--- src/rtl/fetch_unit_if.sv ---
// fetch_unit_if: instruction-memory and decode-side handshake bundle for fetch_unit
//   master : the fetch unit (drives imem_req/imem_addr and the IR outputs)
//   slave  : the surroundings (memory ack/rdata, redirect source, decode ready)
//   imem_req/imem_addr/imem_ack/imem_rdata : word fetch req/ack handshake
//   redirect_valid/redirect_pc             : taken-jump restart
//   ir_valid/ir_ready/ir/ir_pc/opcode      : IR presented to decode
interface fetch_unit_if #(
    parameter int ADDR_W = 16,
    parameter int INST_W = 16
);
    logic              imem_req;
    logic [ADDR_W-1:0] imem_addr;
    logic              imem_ack;
    logic [INST_W-1:0] imem_rdata;
    logic              redirect_valid;
    logic [ADDR_W-1:0] redirect_pc;
    logic              ir_valid;
    logic              ir_ready;
    logic [INST_W-1:0] ir;
    logic [ADDR_W-1:0] ir_pc;
    logic [2:0]        opcode;
    modport master (
        output imem_req, imem_addr, ir_valid, ir, ir_pc, opcode,
        input  imem_ack, imem_rdata, redirect_valid, redirect_pc, ir_ready
    );
    modport slave (
        input  imem_req, imem_addr, ir_valid, ir, ir_pc, opcode,
        output imem_ack, imem_rdata, redirect_valid, redirect_pc, ir_ready
    );
endinterface

--- src/rtl/fetch_unit.sv ---
// fetch_unit: S1 instruction fetch stage -- PC, imem req/ack, single-entry IR to decode
//   clk : clock, rising edge
//   rst : synchronous active-high reset
//   bus : fetch_unit_if.master (imem handshake, redirect, IR valid/ready + opcode)
module fetch_unit #(
    parameter int                ADDR_W   = 16,
    parameter int                INST_W   = 16,
    parameter logic [ADDR_W-1:0] RESET_PC = '0
) (
    input logic           clk,
    input logic           rst,
    fetch_unit_if.master  bus
);
    typedef enum logic {FETCH, HOLD} state_t;
    state_t            state;
    logic [ADDR_W-1:0] pc;
    logic [INST_W-1:0] ir;
    logic [ADDR_W-1:0] ir_pc;
    logic              ir_valid;
    // Redirect wins over ack/ready; an ack only counts while requesting.
    always_ff @(posedge clk) begin
        if (rst) begin
            state    <= FETCH;
            pc       <= RESET_PC;
            ir       <= '0;
            ir_pc    <= '0;
            ir_valid <= 1'b0;
        end else if (bus.redirect_valid) begin
            state    <= FETCH;
            pc       <= bus.redirect_pc;
            ir_valid <= 1'b0;
        end else if (state == FETCH) begin
            if (bus.imem_ack) begin
                state    <= HOLD;
                ir       <= bus.imem_rdata;
                ir_pc    <= pc;
                pc       <= pc + 1'b1;
                ir_valid <= 1'b1;
            end
        end else if (bus.ir_ready) begin
            state    <= FETCH;
            ir_valid <= 1'b0;
        end
    end
    // Request is gated by rst so an in-flight fetch is dropped immediately.
    assign bus.imem_req  = (state == FETCH) && !rst;
    assign bus.imem_addr = pc;
    assign bus.ir_valid  = ir_valid;
    assign bus.ir        = ir;
    assign bus.ir_pc     = ir_pc;
    assign bus.opcode    = ir[INST_W-1 -: 3];
endmodule

--- src/flat_wrapper.sv ---
// flat-port wrapper written by rule: the top's interface ports become plain ports
module fetch_unit_flat 
#(
    parameter int                ADDR_W   = 16,
    parameter int                INST_W   = 16,
    parameter logic [ADDR_W-1:0] RESET_PC = '0
)
  (clk, rst, bus_imem_req, bus_imem_addr, bus_ir_valid, bus_ir, bus_ir_pc, bus_opcode, bus_imem_ack, bus_imem_rdata, bus_redirect_valid, bus_redirect_pc, bus_ir_ready);
  fetch_unit_if #(.ADDR_W(ADDR_W), .INST_W(INST_W)) bus_i ();
  input logic clk;
  input logic rst;
  output wire logic [$bits(bus_i.imem_req)-1:0] bus_imem_req;
  output wire logic [$bits(bus_i.imem_addr)-1:0] bus_imem_addr;
  output wire logic [$bits(bus_i.ir_valid)-1:0] bus_ir_valid;
  output wire logic [$bits(bus_i.ir)-1:0] bus_ir;
  output wire logic [$bits(bus_i.ir_pc)-1:0] bus_ir_pc;
  output wire logic [$bits(bus_i.opcode)-1:0] bus_opcode;
  input wire logic [$bits(bus_i.imem_ack)-1:0] bus_imem_ack;
  input wire logic [$bits(bus_i.imem_rdata)-1:0] bus_imem_rdata;
  input wire logic [$bits(bus_i.redirect_valid)-1:0] bus_redirect_valid;
  input wire logic [$bits(bus_i.redirect_pc)-1:0] bus_redirect_pc;
  input wire logic [$bits(bus_i.ir_ready)-1:0] bus_ir_ready;
  assign bus_imem_req = bus_i.imem_req;
  assign bus_imem_addr = bus_i.imem_addr;
  assign bus_ir_valid = bus_i.ir_valid;
  assign bus_ir = bus_i.ir;
  assign bus_ir_pc = bus_i.ir_pc;
  assign bus_opcode = bus_i.opcode;
  assign bus_i.imem_ack = bus_imem_ack;
  assign bus_i.imem_rdata = bus_imem_rdata;
  assign bus_i.redirect_valid = bus_redirect_valid;
  assign bus_i.redirect_pc = bus_redirect_pc;
  assign bus_i.ir_ready = bus_ir_ready;
  fetch_unit #(.ADDR_W(ADDR_W), .INST_W(INST_W), .RESET_PC(RESET_PC)) u_core (.clk(clk), .rst(rst), .bus(bus_i));
endmodule
--- config.mk ---
export PLATFORM = sky130hd
export DESIGN_NAME = fetch_unit_flat
export DESIGN_NICKNAME = d
export VERILOG_FILES = /design/src/rtl/fetch_unit_if.sv /design/src/rtl/fetch_unit.sv /design/src/flat_wrapper.sv
export SDC_FILE = /design/constraint.sdc
export NUM_CORES = 1
export LEC_CHECK = 0
export CAP_MARGIN = 20
export CORE_ASPECT_RATIO = 1.75
export CORE_UTILIZATION = 46
export CTS_BUF_LIST = sky130_fd_sc_hd__clkbuf_4 sky130_fd_sc_hd__clkbuf_8
export CTS_CLUSTER_SIZE = 30
export DETAILED_ROUTE_END_ITERATION = 8
export GPL_ROUTABILITY_DRIVEN = 1
export PLACE_DENSITY = 0.9
export SLEW_MARGIN = 20
export SYNTH_ARGS = -nofsm -noshare
export SYNTH_HDL_FRONTEND = slang
export SYNTH_SLANG_ARGS = --single-unit
--- constraint.sdc ---
create_clock -name clk -period 3.4 [get_ports clk]
set_input_delay 0.68 -clock clk [delete_from_list [all_inputs] [get_ports clk]]
set_output_delay 0.68 -clock clk [all_outputs]
set_load 0.03 [all_outputs]
# Yosys cells after proc, flatten, opt, wreduce, memory -nomap -nowiden
# Cells that the tools add are included.
dict set report totals {
  mem_bits_ro 0
  word_cells 27
  input_bits 37
  ramBits 0
  latchBits 0
  output_inout_bits 53
  register_bits 50
  n_memories 0
}
dict set report classes {
  bitwise 2
  add_sub_neg 1
  n_reduce_logical 8
  shift 0
  magnitude_cmp 0
  n_mul 0
  n_eq_ne 2
  div 0
  mux 9
}
# cell count
set op_table {}
lappend op_table {{16-bit two-way mux} 3}
lappend op_table {{16-bit by 1-bit adder with 16-bit output, second input constant} 1}
lappend op_table {{1-bit two-way mux} 6}
lappend op_table {{2-bit != test, second input constant} 2}
lappend op_table {{2-bit AND reduction} 2}
lappend op_table {{2-bit nonzero test} 2}
lappend op_table {{3-bit AND reduction} 1}
lappend op_table {{1-bit inverter} 2}
lappend op_table {{2-bit OR reduction} 1}
lappend op_table {{1-bit logical AND} 1}
lappend op_table {{1-bit zero test} 1}

# Depth between registers and ports, before layout
# Gate-level depths: netlist (run 1).
dict set report logic_depth {
  ltp_word 4
  ltp_mapped 5
  mapped_depth_nobuf 5
}

# Worst setup path after synthesis (run 1)
# No wires, ideal clock.
dict set report synth_path {
  kind {input -> output}
  startpoint {input rst}
  endpoint {output bus_imem_req}
  required_ps 2720
  n_path_buf 2
  path_slack_ps 1302
  t_arrival_ps 1418
  path_stages 3
  path_cell_list {clkbuf_1 clkbuf_1 nor2_1}
}
dict set report synth_via {
  elab_chain_cells 2
}
# item line_no
set synth_lines {}
lappend synth_lines {{from (decl)} flat_wrapper.sv:11} ;# input logic rst;
lappend synth_lines {{1-bit zero test} fetch_unit.sv:46} ;# assign bus.imem_req = (state == FETCH) && !rst;
lappend synth_lines {{1-bit logical AND} fetch_unit.sv:46}
lappend synth_lines {{to (decl)} flat_wrapper.sv:12} ;# output wire logic [$bits(bus_i.imem_req)-1:0] bus_imem_req;
# No other way between the ends.

# Worst setup path after layout (run 1)
dict set report layout_path {
  startpoint {register u_core.pc[6], in the netlist u_core.bus.imem_addr[6]}
  endpoint {output bus_imem_addr[6]}
}
# item line_no
set layout_lines {}
lappend layout_lines {{from (decl)} fetch_unit.sv:16} ;# logic [ADDR_W-1:0] pc;
lappend layout_lines {{from (signal assigned)} fetch_unit.sv:30} ;# pc <= bus.redirect_pc;
lappend layout_lines {{from (signal assigned)} fetch_unit.sv:37} ;# pc <= pc + 1'b1;
lappend layout_lines {{to (decl)} flat_wrapper.sv:13} ;# output wire logic [$bits(bus_i.imem_addr)-1:0] bus_imem_addr;
# No word-level cell between the ends.

==> summary.txt, run 1 <==
total number of yosys warnings: 0
final hold slack: 454.8 ps
crit share post-route: 67.15%
worst stage delay on the critical path: 750 ps
die span in y: 90.09 µm
Via density: 5.311
Post-Syn Area per Cell: 8.093 µm²
final setup fails: 0
Finished Layout Cells: 383
CP Capture Type: output pin
Initial Utilization: 48.69%
CP top delay family: buffers and inverters
site row count: 31
crit path cell chain: clkdlybuf4s50_1
Syn Inst Count: 252
share of cells above drive strength 1: 5.090%
post-synthesis mux area share: 0%
# clock sinks: 50
Compound-Gate Fraction of Synth Area: 15.15%
RSZ-0062 raised after global routing: false
placed cells: 375
Pleak: 1.083 nW
Vias: 2034
Max Root-Sink Buffers: 2
GRT Residual Overflow: 0
vias in the first global route: 1882
GRT Resource Usage Total: 24.47%
H-tree Lvls: 2
worst skew pair latency: 300 ps
PortBufs: 89
drc violations: 0
synthesized-area fraction occupied by adder cells: 0.6135%
Yosys reg bits: 50
largest net degree at the start of global routing: 51
Crit Path Max Fanout: 8
ANT nets after route: 0
number of clock buffers inserted by TritonCTS: 5
Max-cap violations: 0
crit path time final: 2283 ps
fin nets: 371
root buffer cell: clkbuf_8
pwr/cell area: 412.7 mW/mm²
DRT iter0 DRCs: 41
Core Area: 0.004189 mm²
CTS tree: built
Final TNS setup: 0 ps
peak supply drop: 0.3153 mV
Worst-path clk slew: 80 ps
Slew HR: 66.48%
initial antenna violation count: 0
final hold vios: 0
placer congestion estimate: 0.8078
Worst Path Buf+Inv: 1
synthesized cell area: 0.002039 mm²
CP max-delay cell: clkdlybuf4s50_1
# hold bufs at CTS: 0
Arr. time, crit path: 1600 ps
first-pass GRT wire length: 8832 µm
n_diodes: 0
post-CTS resize count: 0
die area: 0.004715 mm²
area grow syn2layout: 48.28%
# fillers: 346
Setup Buffers After CTS: 0
area share of and/or/nand/nor cells after synthesis: 25.03%
io pins: 90
Layout Skew: 7.098 ps
fin. max-slew vios: 0
Worst Max-Slew Pin Slew: 502.9 ps
Synth Area in XOR/XNOR: 5.153%
die width: 52.34 µm
Pwr Total: 1.248 mW
Synth cell types: 27
post-DP HPWL: 3842 µm
largest family of logic cells by synthesized area: simple AND/OR/NAND/NOR gates
register area share after synthesis: 49.08%
Post-Route WL: 5487 µm
Max Freq: 0.4380 GHz
Mapped Nets: 290
DR pass1 iterations: 4
critical path required time: 2720 ps
status: finished clean
post-layout util: 72.19%
Hold WC Path Type: flop to flop
critical path class: flop to output pin
r2r setup slk: 1620 ps
wire per inst: 14.33 µm
CP Launch Type: flop
-- synth_stat cells --
cell	number	area, µm²
a2111oi_0	1	8.760
a211oi_1	10	75.07
a21oi_1	35	175.2
a311oi_1	4	35.03
and2_1	1	6.260
and2b_1	1	7.510
and3b_1	1	8.760
and4_1	2	17.52
and4b_1	2	20.02
buf_4	4	30.03
buf_6	1	11.26
clkbuf_1	15	56.30
dfxtp_1	50	1001
ha_1	1	12.51
inv_1	1	3.750
nand2_1	75	281.5
nand2b_1	1	6.260
nand3_1	3	15.01
nand3_2	1	10.01
nand4_1	6	37.54
nand4_2	1	12.51
nor2_1	17	63.81
nor3_1	1	5.000
o21ai_0	3	15.01
or3_1	3	18.77
xnor2_1	1	8.760
xor2_1	11	96.34
-- worst reg2reg max path, cell delays in order, from the launching register on --
cell and delay (ps):
dfxtp_1 480, and4_1 480, nand3_2 160, or3_1 330, a311oi_1 260
-- report_power, final --
part	total, mW	internal, mW	switching (mW)
combinational	0.246	0.114	0.132
sequential	0.645	0.614	0.0305
clock	0.357	0.172	0.185
-- logic make-up (layout without fill, tap and decap cells) --
group / Yosys count / count (layout)
and+or+nand+nor: 115 / 115
AOI/OAI and AO/OA: 53 / 53
xor gates and xnor gates: 12 / 12
adders and majority gates: 1 / 1
DFF: 50 / 50
buffers and inverters: 21 / 103
-- layout by cell type (no fill, tap or decap), types with 4 or more instances in the layout --
cell and n:
a21oi_1 35, a311oi_1 4, clkbuf_8 6, clkdlybuf4s50_1 88
dfxtp_1 50, buf_4 5, nand4_1 6, xor2_1 11
nor2_1 16, a211oi_1 10, nand2_1 75
-- final timing paths --
| check | startpoint | cells after the start | end |
|---|---|---|---|
| worst min-delay path | u_core.bus.ir[3]$_SDFFE_PP0P_ | 2 | u_core.bus.ir[3]$_SDFFE_PP0P_ |
| worst min register to register | u_core.bus.ir[3]$_SDFFE_PP0P_ | 2 | u_core.bus.ir[3]$_SDFFE_PP0P_ |
| worst max-delay path | u_core.bus.imem_addr[6]$_SDFFE_PP0P_ | 1 | bus_imem_addr[6] |
| worst max register to register | u_core.bus.imem_addr[2]$_SDFFE_PP0P_ | 4 | u_core.bus.imem_addr[13]$_SDFFE_PP0P_ |
-- metal layers --
metal	wire [µm]	global-route usage [%]	vias to the layer above
li1	-	-	1003
met1	2169	28.97	949
met2	2967	42.51	72
met3	263	4.061	10
met4	86	8.333	0
met5	0	0	-
-- layout make-up --
type	instances	area, µm²	area share (%)
Sequential cell	50	1001	33.10
Clock buffer	7	90.09	2.979
Clock inverter	1	5.005	0.1655
Tap cell	49	61.31	2.027
Timing Repair Buffer	94	923.4	30.53
Inverter	1	3.754	0.1241
Multi-Input combinational cell	181	939.7	31.07
-- state kept, by name, summed over array words and instances (netlist names) --
name                  flops
u_core.bus.imem_addr     16
u_core.bus.ir            16
u_core.bus.ir_pc         16
u_core.bus.ir_valid       1
u_core.state              1
-- through the flow --
stage	instance area, µm²	setup WS, ps
3_5_place_dp	2929	992.8
6_report	3024	1117
4_1_cts	3024	1127
3_3_place_gp	2929	1087
5_1_grt	3024	1100
2_1_floorplan	2039	1302
Note: power is estimated with default switching activity, not from simulation.
==> run 2, diff against run 1 <==
- CORE_UTILIZATION: 46 -> 39
- PLACE_DENSITY: 0.9 -> 0.81
- clock period: 3.4 -> 1.9 ns (I/O delays scaled with it)
==> run 2 against run 1 <==
The run now ends with design-rule violations left. Largest cell class is now non-clock buffers. First-iteration DRC count rose to 2.7 times the previous value. Largest power group unchanged. Final cell count up 3.4%. Setup slack got worse by 1100 ps. Sequential power increased by 78%. Power is 78% higher. Utilization down 10 points. Clock power rose by 73%. Critical path depth is the same. Clock skew decreased by 2.7 ps. Die area is 17% higher. Via count is 0.59% lower. Global-route usage fell by 4.3 points.
==> summary.txt, run 2 (synthesized netlist as in run 1, its figures left out) <==
io pins: 90
CP max-delay cell: clkdlybuf4s50_1
PortBufs: 89
Pleak: 1.169 nW
worst stage delay on the critical path: 710 ps
CP Capture Type: output pin
CTS tree: built
Via density: 5.106
Max-cap violations: 0
Worst Setup SP: u_core.bus.imem_addr[3]$_SDFFE_PP0P_
GRT Residual Overflow: 0
CP Launch Type: flop
die span in y: 97.66 µm
commonest non-fill, non-tap cell in the layout: clkdlybuf4s50_1
Sw Pwr: 0.6484 mW
Layout Skew: 4.424 ps
most frequent cells in the layout: 84 x clkdlybuf4s50_1, 75 x nand2_1, 50 x dfxtp_1
Post-Route WL: 5316 µm
final hold vios: 0
Hold Crit Start: u_core.bus.ir[0]$_SDFFE_PP0P_
DRT iter0 DRCs: 112
Worst-path clk slew: 90 ps
DR pass1 iterations: 6
Max Freq: 0.5392 GHz
root buffer cell: clkbuf_8
die area: 0.005534 mm²
drc violations: 16
failing checks: design-rule violations
CP top delay family: buffers and inverters
fin nets: 379
# hold bufs at CTS: 0
fin. max-slew vios: 0
Power Internal: 1.576 mW
Max Root-Sink Buffers: 2
GRT busiest layer: met2
crit path time final: 1855 ps
number of clock buffers inserted by TritonCTS: 5
RR Startpoint: u_core.bus.imem_addr[3]$_SDFFE_PP0P_
Vias: 2022
pwr/cell area: 713.6 mW/mm²
final setup fails: 0
n_diodes: 0
final instance area: 0.003117 mm²
sequential power share: 51.6%
worst skew pair latency: 300 ps
Pwr Total: 2.224 mW
placer congestion estimate: 0.8928
GR Util met1: 24.25%
Setup Buffers After CTS: 0
post-layout util: 62.09%
wire per inst: 13.42 µm
Hold WC Path Type: flop to flop
H-tree Lvls: 2
Post-Place Cell Area: 0.003020 mm²
post-CTS resize count: 1
RSZ-0062 raised after global routing: false
largest net degree at the start of global routing: 51
crit path cell chain: clkdlybuf4s50_1
Initial Utilization: 40.63%
met2 GRT Util: 34.16%
crit share post-route: 97.62%
ANT nets after route: 0
critical path required time: 1520 ps
GRT Resource Usage Total: 20.15%
Clock Power Share: 27.7%
GR Layer Usage met3: 3.728%
Arr. time, crit path: 1470 ps
Comb pwr share: 20.6%
die width: 56.67 µm
Core Area: 0.005020 mm²
vias in the first global route: 1912
Slew HR: 65.76%
area grow syn2layout: 52.82%
initial antenna violation count: 0
site row count: 34
Worst Path Buf+Inv: 1
first-pass GRT wire length: 8921 µm
switching share of power: 29.15%
# clock sinks: 50
critical path class: flop to output pin
Crit Path Max Fanout: 6
status: finished, violations left
share of cells above drive strength 1: 7.310%
Worst Max-Slew Pin Slew: 513.6 ps
post-DP HPWL: 3707 µm
peak supply drop: 0.4957 mV
Final TNS setup: 0 ps
## run 2: metrics by stage
stage	hold WS, ps	setup slack [ps]	cells
2_1_floorplan	459.3	221.8	252
6_report	456.4	45.31	396
3_5_place_dp	445.7	-101.3	388
3_3_place_gp	441.5	-66.08	388
5_1_grt	472.6	16.97	396
4_1_cts	459.0	28.79	396
## run 2: worst register-to-register path, stage by stage (launching register included)
cell      delay, ps
dfxtp_1         460
and4_1          470
nand3_2         150
or3_1           330
a311oi_1        240
## run 2: routing by layer
layer  part of all wire, %  routed length (µm)  vias to the layer above
li1                      -                   -                     1029
met1                    40                2131                      908
met2                    52                2771                       73
met3                   4.8                 256                       12
met4                   3.0                 157                        0
met5                     0                   0                        -
## run 2: worst paths after layout
path	endpoint	slack (ps)	depth (start not counted)
hold reg to reg	u_core.bus.ir[0]$_SDFFE_PP0P_	460	2
setup reg to reg	u_core.bus.imem_addr[13]$_SDFFE_PP0P_	170	4
hold / removal	u_core.bus.ir[0]$_SDFFE_PP0P_	460	2
setup / recovery	bus_imem_addr[3]	50	1
## run 2: power by group through the flow
stage	registers, mW	clock network (mW)	logic (mW)
floorplan	1.27	0	0.131
global placement	1.17	0	0.457
detailed placement	1.17	0	0.461
CTS	1.15	0.638	0.462
global route	1.16	0.682	0.493
finish	1.15	0.617	0.459
## run 2: final cells by class
| cell class | count | area, µm² |
|---|---|---|
| repair buffers | 102 | 1015 |
| well taps | 54 | 67.56 |
| multi-input cells | 181 | 939.7 |
| inverters | 1 | 3.754 |
| fillers | 456 | 1903 |
| clock buffers | 5 | 68.82 |
| clock inverters | 3 | 21.27 |
| flip-flops and latches | 50 | 1001 |
